`src/rtl/sdr_cmd_arb_pkg.sv`:
```
// Shared definitions for the SDRAM command arbiter: bus widths, NOP encoding,
// FSM state and pin-source encodings.
package sdr_cmd_arb_pkg;

    localparam int unsigned BA_WIDTH  = 2;
    localparam int unsigned ROW_WIDTH = 12;

    // {ras_n, cas_n, we_n}
    localparam logic [2:0] CmdNop = 3'b111;

    typedef enum logic [2:0] {
        StInit    = 3'd0,
        StIdle    = 3'd1,
        StRw      = 3'd2,
        StRefPend = 3'd3,
        StRef     = 3'd4
    } arb_state_e;

    typedef enum logic [1:0] {
        SrcNop  = 2'd0,
        SrcInit = 2'd1,
        SrcRw   = 2'd2
    } cmd_src_e;

endpackage

```
`src/rtl/sdr_cmd_arb_if.sv`:
```
// Handshake and command-bus bundle between the arbiter, the init/refresh
// generator, the read/write engine and the SDRAM pins.
interface sdr_cmd_arb_if #(
    parameter int unsigned BA_WIDTH  = sdr_cmd_arb_pkg::BA_WIDTH,
    parameter int unsigned ROW_WIDTH = sdr_cmd_arb_pkg::ROW_WIDTH
) ();

    logic                 Sdr_init_done;
    logic                 Sdr_ref_req;
    logic                 Sdr_ref_ack;
    logic                 Sdr_rw_vld;
    logic                 Sdr_init_ref_vld;
    logic                 Sdr_init_ref_ras;
    logic                 Sdr_init_ref_cas;
    logic                 Sdr_init_ref_we;
    logic [BA_WIDTH-1:0]  Sdr_init_ref_ba;
    logic [ROW_WIDTH:0]   Sdr_init_ref_addr;
    logic                 Rw_req;
    logic                 Rw_gnt;
    logic                 Rw_done;
    logic                 Rw_ras;
    logic                 Rw_cas;
    logic                 Rw_we;
    logic [BA_WIDTH-1:0]  Rw_ba;
    logic [ROW_WIDTH:0]   Rw_addr;
    logic                 Sdr_cs_n;
    logic                 Sdr_ras_n;
    logic                 Sdr_cas_n;
    logic                 Sdr_we_n;
    logic [BA_WIDTH-1:0]  Sdr_ba;
    logic [ROW_WIDTH:0]   Sdr_addr;
    logic                 Ref_timeout_err;

    modport master (
        output Sdr_init_done, Sdr_ref_req, Sdr_init_ref_vld, Sdr_init_ref_ras,
               Sdr_init_ref_cas, Sdr_init_ref_we, Sdr_init_ref_ba, Sdr_init_ref_addr,
               Rw_req, Rw_done, Rw_ras, Rw_cas, Rw_we, Rw_ba, Rw_addr,
        input  Sdr_ref_ack, Sdr_rw_vld, Rw_gnt, Sdr_cs_n, Sdr_ras_n, Sdr_cas_n,
               Sdr_we_n, Sdr_ba, Sdr_addr, Ref_timeout_err
    );

    modport slave (
        input  Sdr_init_done, Sdr_ref_req, Sdr_init_ref_vld, Sdr_init_ref_ras,
               Sdr_init_ref_cas, Sdr_init_ref_we, Sdr_init_ref_ba, Sdr_init_ref_addr,
               Rw_req, Rw_done, Rw_ras, Rw_cas, Rw_we, Rw_ba, Rw_addr,
        output Sdr_ref_ack, Sdr_rw_vld, Rw_gnt, Sdr_cs_n, Sdr_ras_n, Sdr_cas_n,
               Sdr_we_n, Sdr_ba, Sdr_addr, Ref_timeout_err
    );

endinterface

```
`src/rtl/sdr_cmd_reg.sv`:
```
// Registered SDRAM pin mux: picks the init/refresh or read/write source and
// forces NOP when the chosen source is not valid.
module sdr_cmd_reg
    import sdr_cmd_arb_pkg::*;
#(
    parameter int unsigned BA_WIDTH  = sdr_cmd_arb_pkg::BA_WIDTH,
    parameter int unsigned ROW_WIDTH = sdr_cmd_arb_pkg::ROW_WIDTH
) (
    input  logic                clk_i,
    input  logic                rst_i,
    input  cmd_src_e            src_i,
    input  logic                init_vld_i,
    input  logic [2:0]          init_cmd_i,
    input  logic [BA_WIDTH-1:0] init_ba_i,
    input  logic [ROW_WIDTH:0]  init_addr_i,
    input  logic                rw_vld_i,
    input  logic [2:0]          rw_cmd_i,
    input  logic [BA_WIDTH-1:0] rw_ba_i,
    input  logic [ROW_WIDTH:0]  rw_addr_i,
    output logic [2:0]          cmd_o,
    output logic [BA_WIDTH-1:0] ba_o,
    output logic [ROW_WIDTH:0]  addr_o
);

    logic [2:0]          cmd_d, cmd_q;
    logic [BA_WIDTH-1:0] ba_d, ba_q;
    logic [ROW_WIDTH:0]  addr_d, addr_q;

    always_comb begin
        cmd_d  = CmdNop;
        ba_d   = '0;
        addr_d = '0;
        unique case (src_i)
            SrcInit: begin
                if (init_vld_i) begin
                    cmd_d  = init_cmd_i;
                    ba_d   = init_ba_i;
                    addr_d = init_addr_i;
                end
            end
            SrcRw: begin
                if (rw_vld_i) begin
                    cmd_d  = rw_cmd_i;
                    ba_d   = rw_ba_i;
                    addr_d = rw_addr_i;
                end
            end
            default: ;
        endcase
    end

    always_ff @(posedge clk_i) begin
        if (rst_i) begin
            cmd_q  <= CmdNop;
            ba_q   <= '0;
            addr_q <= '0;
        end else begin
            cmd_q  <= cmd_d;
            ba_q   <= ba_d;
            addr_q <= addr_d;
        end
    end

    assign cmd_o  = cmd_q;
    assign ba_o   = ba_q;
    assign addr_o = addr_q;

endmodule

```
`src/rtl/sdr_cmd_arb.sv`:
```
// SDRAM command-bus arbiter between the init/refresh sequencer and the read/write
// engine. Optional statistics outputs are enabled by defining SDR_ARB_STAT_EN.
module sdr_cmd_arb
    import sdr_cmd_arb_pkg::*;
#(
    parameter int unsigned BA_WIDTH    = sdr_cmd_arb_pkg::BA_WIDTH,
    parameter int unsigned ROW_WIDTH   = sdr_cmd_arb_pkg::ROW_WIDTH,
    parameter int unsigned REF_TIMEOUT = 32
) (
    input  logic         Sdr_clk,
    input  logic         Rst,
    sdr_cmd_arb_if.slave bus
`ifdef SDR_ARB_STAT_EN
    ,
    output logic [15:0]  Stat_ref_cnt,
    output logic [7:0]   Stat_ref_lat_max
`endif
);

    localparam logic [5:0] RefLast = 6'(REF_TIMEOUT - 1);

    arb_state_e state_d, state_q;
    logic       ack_d, ack_q;
    logic       rw_vld_d, rw_vld_q;
    logic       gnt_d, gnt_q;
    logic       pend_d, pend_q;
    logic       seen_d, seen_q;
    logic       err_d, err_q;
    logic [5:0] tmo_d, tmo_q;
    cmd_src_e   src;
    logic [2:0] pin_cmd;

    always_comb begin
        state_d  = state_q;
        ack_d    = 1'b0;
        rw_vld_d = rw_vld_q;
        gnt_d    = gnt_q;
        pend_d   = pend_q;
        seen_d   = seen_q;
        err_d    = err_q;
        tmo_d    = tmo_q;
        if (!bus.Sdr_init_done) begin
            // Re-init request wins over everything, including an open RW burst.
            state_d  = StInit;
            gnt_d    = 1'b0;
            rw_vld_d = 1'b0;
            pend_d   = 1'b0;
        end else begin
            unique case (state_q)
                StInit: state_d = StIdle;
                StIdle: begin
                    if (bus.Sdr_ref_req) begin
                        ack_d   = 1'b1;
                        seen_d  = 1'b0;
                        tmo_d   = '0;
                        state_d = StRef;
                    end else if (bus.Rw_req) begin
                        gnt_d    = 1'b1;
                        rw_vld_d = 1'b1;
                        state_d  = StRw;
                    end
                end
                StRw: begin
                    pend_d = pend_q | bus.Sdr_ref_req;
                    if (bus.Rw_done) begin
                        gnt_d    = 1'b0;
                        rw_vld_d = 1'b0;
                        state_d  = pend_d ? StRefPend : StIdle;
                    end
                end
                StRefPend: begin
                    ack_d   = 1'b1;
                    pend_d  = 1'b0;
                    seen_d  = 1'b0;
                    tmo_d   = '0;
                    state_d = StRef;
                end
                StRef: begin
                    tmo_d = tmo_q + 6'd1;
                    if (bus.Sdr_init_ref_vld) begin
                        seen_d = 1'b1;
                    end else if (seen_q) begin
                        state_d = StIdle;
                    end else if (tmo_q == RefLast) begin
                        err_d   = 1'b1;
                        state_d = StIdle;
                    end
                end
                default: state_d = StInit;
            endcase
        end
    end

    always_ff @(posedge Sdr_clk) begin
        if (Rst) begin
            state_q  <= StInit;
            ack_q    <= 1'b0;
            rw_vld_q <= 1'b0;
            gnt_q    <= 1'b0;
            pend_q   <= 1'b0;
            seen_q   <= 1'b0;
            err_q    <= 1'b0;
            tmo_q    <= '0;
        end else begin
            state_q  <= state_d;
            ack_q    <= ack_d;
            rw_vld_q <= rw_vld_d;
            gnt_q    <= gnt_d;
            pend_q   <= pend_d;
            seen_q   <= seen_d;
            err_q    <= err_d;
            tmo_q    <= tmo_d;
        end
    end

    always_comb begin
        unique case (state_q)
            StInit, StRef: src = SrcInit;
            StRw:          src = SrcRw;
            default:       src = SrcNop;
        endcase
    end

    sdr_cmd_reg #(
        .BA_WIDTH  (BA_WIDTH),
        .ROW_WIDTH (ROW_WIDTH)
    ) u_cmd_reg (
        .clk_i       (Sdr_clk),
        .rst_i       (Rst),
        .src_i       (src),
        .init_vld_i  (bus.Sdr_init_ref_vld),
        .init_cmd_i  ({bus.Sdr_init_ref_ras, bus.Sdr_init_ref_cas, bus.Sdr_init_ref_we}),
        .init_ba_i   (bus.Sdr_init_ref_ba),
        .init_addr_i (bus.Sdr_init_ref_addr),
        .rw_vld_i    (gnt_q),
        .rw_cmd_i    ({bus.Rw_ras, bus.Rw_cas, bus.Rw_we}),
        .rw_ba_i     (bus.Rw_ba),
        .rw_addr_i   (bus.Rw_addr),
        .cmd_o       (pin_cmd),
        .ba_o        (bus.Sdr_ba),
        .addr_o      (bus.Sdr_addr)
    );

    assign bus.Sdr_cs_n        = 1'b0;
    assign bus.Sdr_ras_n       = pin_cmd[2];
    assign bus.Sdr_cas_n       = pin_cmd[1];
    assign bus.Sdr_we_n        = pin_cmd[0];
    assign bus.Sdr_ref_ack     = ack_q;
    assign bus.Sdr_rw_vld      = rw_vld_q;
    assign bus.Rw_gnt          = gnt_q;
    assign bus.Ref_timeout_err = err_q;

`ifdef SDR_ARB_STAT_EN
    logic [15:0] stat_cnt_d, stat_cnt_q;
    logic [7:0]  lat_d, lat_q, lat_max_d, lat_max_q;
    logic        capture;

    // A request is captured when it is first seen by IDLE or while RW has none latched.
    assign capture = bus.Sdr_init_done & bus.Sdr_ref_req &
                     ((state_q == StIdle) | ((state_q == StRw) & ~pend_q));

    always_comb begin
        lat_d      = capture ? 8'd1 : ((lat_q == 8'hFF) ? lat_q : lat_q + 8'd1);
        stat_cnt_d = stat_cnt_q;
        lat_max_d  = lat_max_q;
        if (ack_d) begin
            if (stat_cnt_q != 16'hFFFF) stat_cnt_d = stat_cnt_q + 16'd1;
            if (lat_d > lat_max_q)      lat_max_d  = lat_d;
        end
    end

    always_ff @(posedge Sdr_clk) begin
        if (Rst) begin
            stat_cnt_q <= '0;
            lat_q      <= '0;
            lat_max_q  <= '0;
        end else begin
            stat_cnt_q <= stat_cnt_d;
            lat_q      <= lat_d;
            lat_max_q  <= lat_max_d;
        end
    end

    assign Stat_ref_cnt     = stat_cnt_q;
    assign Stat_ref_lat_max = lat_max_q;
`endif

endmodule

```
`src/flat_wrapper.sv`:
```
// flat-port wrapper written by rule: the top's interface ports become plain ports
module sdr_cmd_arb_flat import sdr_cmd_arb_pkg::*;
#(
    parameter int unsigned BA_WIDTH    = sdr_cmd_arb_pkg::BA_WIDTH,
    parameter int unsigned ROW_WIDTH   = sdr_cmd_arb_pkg::ROW_WIDTH,
    parameter int unsigned REF_TIMEOUT = 32
)
  (Sdr_clk, Rst, bus_Sdr_init_done, bus_Sdr_ref_req, bus_Sdr_init_ref_vld, bus_Sdr_init_ref_ras, bus_Sdr_init_ref_cas, bus_Sdr_init_ref_we, bus_Sdr_init_ref_ba, bus_Sdr_init_ref_addr, bus_Rw_req, bus_Rw_done, bus_Rw_ras, bus_Rw_cas, bus_Rw_we, bus_Rw_ba, bus_Rw_addr, bus_Sdr_ref_ack, bus_Sdr_rw_vld, bus_Rw_gnt, bus_Sdr_cs_n, bus_Sdr_ras_n, bus_Sdr_cas_n, bus_Sdr_we_n, bus_Sdr_ba, bus_Sdr_addr, bus_Ref_timeout_err);
  sdr_cmd_arb_if #(.BA_WIDTH(BA_WIDTH), .ROW_WIDTH(ROW_WIDTH)) bus_i ();
  input  logic Sdr_clk;
  input  logic Rst;
  input wire logic [$bits(bus_i.Sdr_init_done)-1:0] bus_Sdr_init_done;
  input wire logic [$bits(bus_i.Sdr_ref_req)-1:0] bus_Sdr_ref_req;
  input wire logic [$bits(bus_i.Sdr_init_ref_vld)-1:0] bus_Sdr_init_ref_vld;
  input wire logic [$bits(bus_i.Sdr_init_ref_ras)-1:0] bus_Sdr_init_ref_ras;
  input wire logic [$bits(bus_i.Sdr_init_ref_cas)-1:0] bus_Sdr_init_ref_cas;
  input wire logic [$bits(bus_i.Sdr_init_ref_we)-1:0] bus_Sdr_init_ref_we;
  input wire logic [$bits(bus_i.Sdr_init_ref_ba)-1:0] bus_Sdr_init_ref_ba;
  input wire logic [$bits(bus_i.Sdr_init_ref_addr)-1:0] bus_Sdr_init_ref_addr;
  input wire logic [$bits(bus_i.Rw_req)-1:0] bus_Rw_req;
  input wire logic [$bits(bus_i.Rw_done)-1:0] bus_Rw_done;
  input wire logic [$bits(bus_i.Rw_ras)-1:0] bus_Rw_ras;
  input wire logic [$bits(bus_i.Rw_cas)-1:0] bus_Rw_cas;
  input wire logic [$bits(bus_i.Rw_we)-1:0] bus_Rw_we;
  input wire logic [$bits(bus_i.Rw_ba)-1:0] bus_Rw_ba;
  input wire logic [$bits(bus_i.Rw_addr)-1:0] bus_Rw_addr;
  output wire logic [$bits(bus_i.Sdr_ref_ack)-1:0] bus_Sdr_ref_ack;
  output wire logic [$bits(bus_i.Sdr_rw_vld)-1:0] bus_Sdr_rw_vld;
  output wire logic [$bits(bus_i.Rw_gnt)-1:0] bus_Rw_gnt;
  output wire logic [$bits(bus_i.Sdr_cs_n)-1:0] bus_Sdr_cs_n;
  output wire logic [$bits(bus_i.Sdr_ras_n)-1:0] bus_Sdr_ras_n;
  output wire logic [$bits(bus_i.Sdr_cas_n)-1:0] bus_Sdr_cas_n;
  output wire logic [$bits(bus_i.Sdr_we_n)-1:0] bus_Sdr_we_n;
  output wire logic [$bits(bus_i.Sdr_ba)-1:0] bus_Sdr_ba;
  output wire logic [$bits(bus_i.Sdr_addr)-1:0] bus_Sdr_addr;
  output wire logic [$bits(bus_i.Ref_timeout_err)-1:0] bus_Ref_timeout_err;
  assign bus_i.Sdr_init_done = bus_Sdr_init_done;
  assign bus_i.Sdr_ref_req = bus_Sdr_ref_req;
  assign bus_i.Sdr_init_ref_vld = bus_Sdr_init_ref_vld;
  assign bus_i.Sdr_init_ref_ras = bus_Sdr_init_ref_ras;
  assign bus_i.Sdr_init_ref_cas = bus_Sdr_init_ref_cas;
  assign bus_i.Sdr_init_ref_we = bus_Sdr_init_ref_we;
  assign bus_i.Sdr_init_ref_ba = bus_Sdr_init_ref_ba;
  assign bus_i.Sdr_init_ref_addr = bus_Sdr_init_ref_addr;
  assign bus_i.Rw_req = bus_Rw_req;
  assign bus_i.Rw_done = bus_Rw_done;
  assign bus_i.Rw_ras = bus_Rw_ras;
  assign bus_i.Rw_cas = bus_Rw_cas;
  assign bus_i.Rw_we = bus_Rw_we;
  assign bus_i.Rw_ba = bus_Rw_ba;
  assign bus_i.Rw_addr = bus_Rw_addr;
  assign bus_Sdr_ref_ack = bus_i.Sdr_ref_ack;
  assign bus_Sdr_rw_vld = bus_i.Sdr_rw_vld;
  assign bus_Rw_gnt = bus_i.Rw_gnt;
  assign bus_Sdr_cs_n = bus_i.Sdr_cs_n;
  assign bus_Sdr_ras_n = bus_i.Sdr_ras_n;
  assign bus_Sdr_cas_n = bus_i.Sdr_cas_n;
  assign bus_Sdr_we_n = bus_i.Sdr_we_n;
  assign bus_Sdr_ba = bus_i.Sdr_ba;
  assign bus_Sdr_addr = bus_i.Sdr_addr;
  assign bus_Ref_timeout_err = bus_i.Ref_timeout_err;
  sdr_cmd_arb #(.BA_WIDTH(BA_WIDTH), .ROW_WIDTH(ROW_WIDTH), .REF_TIMEOUT(REF_TIMEOUT)) u_core (.Sdr_clk(Sdr_clk), .Rst(Rst), .bus(bus_i));
endmodule
```
`config.mk`:
```
export PLATFORM = sky130hd
export DESIGN_NAME = sdr_cmd_arb_flat
export DESIGN_NICKNAME = d
export VERILOG_FILES = /design/src/rtl/sdr_cmd_arb_pkg.sv /design/src/rtl/sdr_cmd_arb_if.sv /design/src/rtl/sdr_cmd_reg.sv /design/src/rtl/sdr_cmd_arb.sv /design/src/flat_wrapper.sv
export SDC_FILE = /design/constraint.sdc
export NUM_CORES = 1
export LEC_CHECK = 0
export CORE_ASPECT_RATIO = 1.75
export CORE_MARGIN = 3
export CORE_UTILIZATION = 41
export CTS_BUF_LIST = sky130_fd_sc_hd__clkbuf_4 sky130_fd_sc_hd__clkbuf_8 sky130_fd_sc_hd__clkbuf_16
export DETAILED_ROUTE_END_ITERATION = 7
export GPL_TIMING_DRIVEN = 0
export PLACE_DENSITY_LB_ADDON = 0.08
export SLEW_MARGIN = 20
export SYNTH_ARGS = -nofsm -noshare
export SYNTH_HDL_FRONTEND = slang
export SYNTH_SLANG_ARGS = --single-unit
```
`constraint.sdc`:
```
create_clock -name Sdr_clk -period 2.4 [get_ports Sdr_clk]
set_input_delay 0.24 -clock Sdr_clk [delete_from_list [all_inputs] [get_ports Sdr_clk]]
set_output_delay 0.24 -clock Sdr_clk [all_outputs]
set_load 0.02 [all_outputs]
```
== Word level (Yosys, flattened, before mapping) ==
Cells that the tools add are included.

* Input port bits: 43
* Register bits: 32

* Bitwise gates (word level): 4
* Multiplexer cells: 30
* Reductions and logical operators: 11
* Add/subtract/negate cells: 1
* Equality and inequality tests: 15

{| class="wikitable"
|+ Operators by type and width
! operator !! count
|-
| 13-bit 2-to-1 mux || 2
|-
| 13-bit case mux with 2 select lines || 1
|-
| 3-bit 2-to-1 mux || 8
|-
| 6-bit case mux with 3 select lines || 1
|-
| 3-bit case mux with 5 select lines || 1
|-
| 2-bit inequality test, second input constant || 6
|-
| 4-bit AND reduction || 3
|-
| 2-bit case mux with 2 select lines || 2
|-
| 6-bit by 1-bit adder with 6-bit output, second input constant || 1
|-
| 3-bit by 2-bit == test with 1-bit output, second input constant || 2
|-
| 6-bit by 5-bit == test with 1-bit output, second input constant || 1
|-
| 1-bit 2-to-1 mux || 6
|-
| 2-bit 2-to-1 mux || 3
|-
| 6-bit 2-to-1 mux || 1
|-
| 1-bit case mux with 2 select lines || 3
|-
| 3-bit case mux with 2 select lines || 1
|-
| 5-bit AND reduction || 1
|-
| 2-bit nonzero test || 2
|-
| 2-bit OR reduction || 2
|-
| 3-bit by 1-bit == test with 1-bit output, second input constant || 1
|-
| 3-bit == test, second input constant || 1
|-
| 3-bit zero test || 1
|-
| 3-bit by 1-bit inequality test with 1-bit output, second input constant || 1
|-
| 3-bit inequality test, second input constant || 1
|-
| 7 further kinds || 9
|}

== Longest topological paths before layout ==
* Depth in word-level cells: 5
* Gate-level depth with buffers: 9
* Gate-level depth less buffers: 6

== Modules after synthesis ==
Synthesis repeated with hierarchy kept, for this count alone.

* Cell total of the unflattened synthesis: 172
* Area total of the unflattened synthesis: 1490.2 um^2

{| class="wikitable"
|+ Modules (own cells, without submodules)
! module !! area each (um^2) !! cells each !! instances
|-
| sdr_cmd_reg || 762.0 || 87 || 1
|-
| sdr_cmd_arb || 728.2 || 85 || 1
|}

== Worst setup path before layout ==
OpenSTA, ideal clock, no wires.

* Path kind: register -> register
* Start: register u_core.state_q[1]
* End: register u_core.u_cmd_reg.addr_q[0] (netlist: u_core.u_cmd_reg.addr_o[0])
* Buffers on the path: 3
* Slack: 0.480 ns
* Clock period less this slack: 1.920 ns
* Arrival: 1.792 ns
* Cell stages (with the launch flop): 10
* Path through: dfxtp_1 buf_2 nor3b_1 inv_1 ha_1 and2_1 clkbuf_1 buf_2 a22oi_1 nor2_1

* Word-level cells in the longest chain between the ends: 5
* Elaborated cells between the ends (all ways): 8
* Those cells by class: eq/ne: 4; mux: 2; reduce/logical: 2

{| class="wikitable"
|+ Ends and longest elaborated chain
! item !! line !! RTL
|-
| start, declared || sdr_cmd_arb.sv:22 || <nowiki>arb_state_e state_d, state_q;</nowiki>
|-
| start signal, assigned || sdr_cmd_arb.sv:96 || <nowiki>state_q <= StInit;</nowiki>
|-
| start signal, assigned || sdr_cmd_arb.sv:105 || <nowiki>state_q <= state_d;</nowiki>
|-
| 3-bit == test / 3-bit zero test (equally long branches) || sdr_cmd_arb.sv:117 || <nowiki>unique case (state_q)</nowiki>
|-
| 2-bit OR reduction || sdr_cmd_arb.sv:117 ||
|-
| 2-bit case mux with 2 select lines * || sdr_cmd_arb.sv:117 ||
|-
| 2-bit == test / 2-bit by 1-bit == test with 1-bit output (equally long branches) || sdr_cmd_reg.sv:33 || <nowiki>unique case (src_i)</nowiki>
|-
| 13-bit case mux with 2 select lines * || sdr_cmd_reg.sv:33 ||
|-
| end signal, assigned || sdr_cmd_reg.sv:60 || <nowiki>addr_q <= addr_d;</nowiki>
|-
| end, declared || sdr_cmd_reg.sv:27 || <nowiki>logic [ROW_WIDTH:0] addr_d, addr_q;</nowiki>
|}

Mark *: on every way between the ends. The rest lies on a longest branch, timed or not.
A chain may end at the register's enable or synchronous reset.

== Worst setup path after layout ==
Ends and elaborated chain as after synthesis.

==> qor.txt <==
initial core utilization: 43.1%
CTS root buffer: clkbuf_8
Mapped Cells: 161
RR Endpoint: u_core.u_cmd_reg.addr_o[0]
PortBufs: 63
CP required: 2560 ps
Hold Crit Depth: 3
Hold Crit Class: in -> reg
clock power share: 36.5%
outcome: complete, no violations
CTS resizes: 0
first-pass GRT wire length: 6.11 mm
Placed Instance Area: 2150 sq um
clk_skew: 6.62 ps
final worst-path cycle share: 89.5%
synthesized area: 1460 sq um
DRC: 0
total overflow reported by the global router: 0
Routed WL per cell: 13.1 um
r2r setup slk: 250 ps
final WL: 3.64 mm
most common cell after layout, fill and taps aside: clkdlybuf4s50_1
fin cells: 277
gr usage total: 18.3%
syn_nets: 208
clock-pin slew on the worst setup and hold paths: 70 ps
Post-Synth Simple-Gate Area: 23.1%
Design Area, Final: 2250 sq um
Final GP Congestion: 0.858
Switching Share: 24.0%
DR vias: 1424
Power Total: 1.23 mW
Max Cap Violations: 0
Antenna diodes: 0
Hold Path Sink: u_core.tmo_q[2]
Seq/Total Area, Yosys: 43.8%
Crit Path Class: reg -> reg
worst-path cell chain: buf_2, nor3b_2, inv_1, ha_1, and2_1, clkbuf_1, buf_2, a22oi_1, nor2_1
Syn. warnings: 0
combinational family with the most area after synthesis: simple AND/OR/NAND/NOR gates
final setup fails: 0
post-synthesis mux area share: 3.42%
io pins: 66
Layout Utilization: 66.3%
peak supply drop: 0.000398 V
fmax: 0.466 GHz
Net Sw Power: 0.294 mW
largest net degree at the start of global routing: 11
Gate power share: 18.2%
cells on worst reg2reg path: 9
Power Density: 544 nW/um^2
Placed Cells: 269
Core Region: 3400 sq um
Clock H-tree levels: 2
initial antenna violation count: 0
most frequent cells in the layout: 63 x clkdlybuf4s50_1, 32 x dfxtp_1, 26 x nor2_1, 15 x a22oi_1, 10 x nand2b_1
post-CTS setup buffers: 0
hold_sp: bus_Sdr_init_done
most frequent CP cell: buf_2
post-synthesis compound-gate area fraction: 20.9%
P&R area growth vs syn: 53.9%
First DRT Iteration DRCs: 34
detailed placer's ending HPWL: 2.88 mm
Fill cells: 290
Worst Setup Start Kind: flip-flop
Worst-Skew Late Latency: 290 ps
Final TNS setup: 0 ps
hold buffers post-CTS: 0
vias in the first global route: 1494
Num CTS Buffers: 5
crit path time final: 2150 ps
Final Hold Violating Endpoints: 0
CP max-delay cell: dfxtp_1
Unique masters post-synth: 38
FF-to-FF Start: u_core.state_q[1]
Die Area: 4350 sq um
CP peak stage delay: 370 ps
largest fanout on the critical path: 10
Bufs on Longest Clock Path: 2
Crit path arrival time: 2310 ps
Vias/cell: 5.14
Pre-Repair DR Iteration Count: 4
Adder-Cell Fraction of Synth Area: 3.42%
max-slew violation count: 0
CTS sink cnt: 32
post-route ant nets: 0
P_int: 0.932 mW
RSZ-0062 raised after global routing: false
#FFs+latches synth: 32
LEAKAGE: 0.890 nW
Flop pwr share: 45.4%
Post-Synth XOR/XNOR Area: 0%
Site Rows: 28
fin nets: 278
CTS tree: done
Avg Inst Size Synth: 9.09 sq um
CP Capture Type: flip-flop
die height: 85.0 um
Die Width: 51.2 um
proportion of layout cells with a drive suffix above 1: 9.91%
[Yosys cell counts]
master / count / area share [%]
o21ai_0: 3 / 1.0
or3_1: 1 / 0.43
or3b_4: 1 / 0.77
nand2b_1: 10 / 4.3
a22oi_1: 15 / 7.7
mux2i_1: 5 / 3.4
conb_1: 1 / 0.26
a211oi_1: 2 / 1.0
or2_2: 2 / 0.85
o211ai_1: 1 / 0.51
a31oi_2: 1 / 0.85
inv_1: 4 / 1.0
dfxtp_1: 32 / 44
and3_1: 3 / 1.3
clkbuf_1: 5 / 1.3
a21boi_0: 1 / 0.51
nand2_1: 7 / 1.8
a22o_1: 1 / 0.60
and4b_1: 1 / 0.68
nor3_1: 1 / 0.34
buf_2: 3 / 1.0
a31oi_1: 3 / 1.3
nor2b_1: 1 / 0.43
a21oi_1: 5 / 1.7
a311oi_4: 1 / 1.8
a221o_1: 3 / 2.1
o2111a_1: 1 / 0.77
and2_1: 2 / 0.85
and2b_2: 2 / 1.2
buf_6: 1 / 0.77
nor4b_1: 1 / 0.60
a21o_1: 1 / 0.51
buf_4: 2 / 1.0
nand3_1: 4 / 1.4
nor2_1: 26 / 6.7
a21oi_2: 1 / 0.60
ha_1: 4 / 3.4
nor3b_1: 3 / 1.5
[logic make-up (layout without fill, tap and decap cells)]
logic type | after synthesis | after routing
AOI/OAI and AO/OA | 39 | 39
and+or+nand+nor | 65 | 65
adders and majority gates | 4 | 4
other | 1 | 1
DFF | 32 | 32
muxes | 5 | 5
buffers and inverters | 15 | 86
[per-layer routing]
metal / global-route usage [%] / routed length (um) / vias up
li1: - / - / 706
met1: 15.7 / 1200 / 653
met2: 34.0 / 1960 / 56
met3: 8.08 / 375 / 9
met4: 9.07 / 99 / 0
met5: 0 / 0 / -
[sequential cells by signal (all words and copies together) (netlist names), 2 cells and up]
name	count
u_core.state_q	3
u_core.tmo_q	6
u_core.u_cmd_reg.addr_o	13
u_core.u_cmd_reg.ba_o	2
u_core.u_cmd_reg.cmd_o	3
[worst max path at each step]
stage / from / to / depth (start not counted)
floorplan: u_core.state_q[1] / u_core.u_cmd_reg.addr_o[0] / 9
global route: u_core.state_q[1] / u_core.u_cmd_reg.addr_o[5] / 8
CTS: u_core.state_q[1] / u_core.u_cmd_reg.addr_o[2] / 8
finish: u_core.state_q[1] / u_core.u_cmd_reg.addr_o[0] / 9
detailed placement: u_core.state_q[1] / u_core.u_cmd_reg.addr_o[2] / 8
global placement: u_core.state_q[1] / u_core.u_cmd_reg.addr_o[3] / 8
[layout make-up]
| type | count | area [sq um] | share of cell area (%) |
|---|---|---|---|
| buffer | 11 | 60.1 | 2.67 |
| tap | 45 | 56.3 | 2.50 |
| clock buffer | 8 | 97.6 | 4.33 |
| inverter | 4 | 15.0 | 0.666 |
| timing repair buffer | 63 | 631 | 28.0 |
| multi-input combinational | 114 | 753 | 33.4 |
| sequential | 32 | 641 | 28.4 |
[power groups by stage]
stage	Combinational [mW]	Clock, mW	Sequential (mW)
after floorplan	0.0815	0	0.588
after global placement	0.218	0	0.568
after detailed placement	0.222	0	0.568
after CTS	0.223	0.456	0.557
after global routing	0.241	0.474	0.558
final	0.222	0.447	0.556
[worst max-delay path, delay by kind of cell, from the launching register on]
family                     cells  cell delay [ps]
buffers and inverters          4              670
and+or+nand+nor                3              510
DFF                            1              370
adders and majority gates      1              260
AOI/OAI and AO/OA              1              200
[per-stage QoR]
step                      hold slack (ps)  setup WS (ps)
after floorplan                       309            480
after global placement                454            206
after detailed placement              480            139
after CTS                             389            104
after global routing                  430           15.4
final                                 394            253
(Power assumes the default switching activity.)
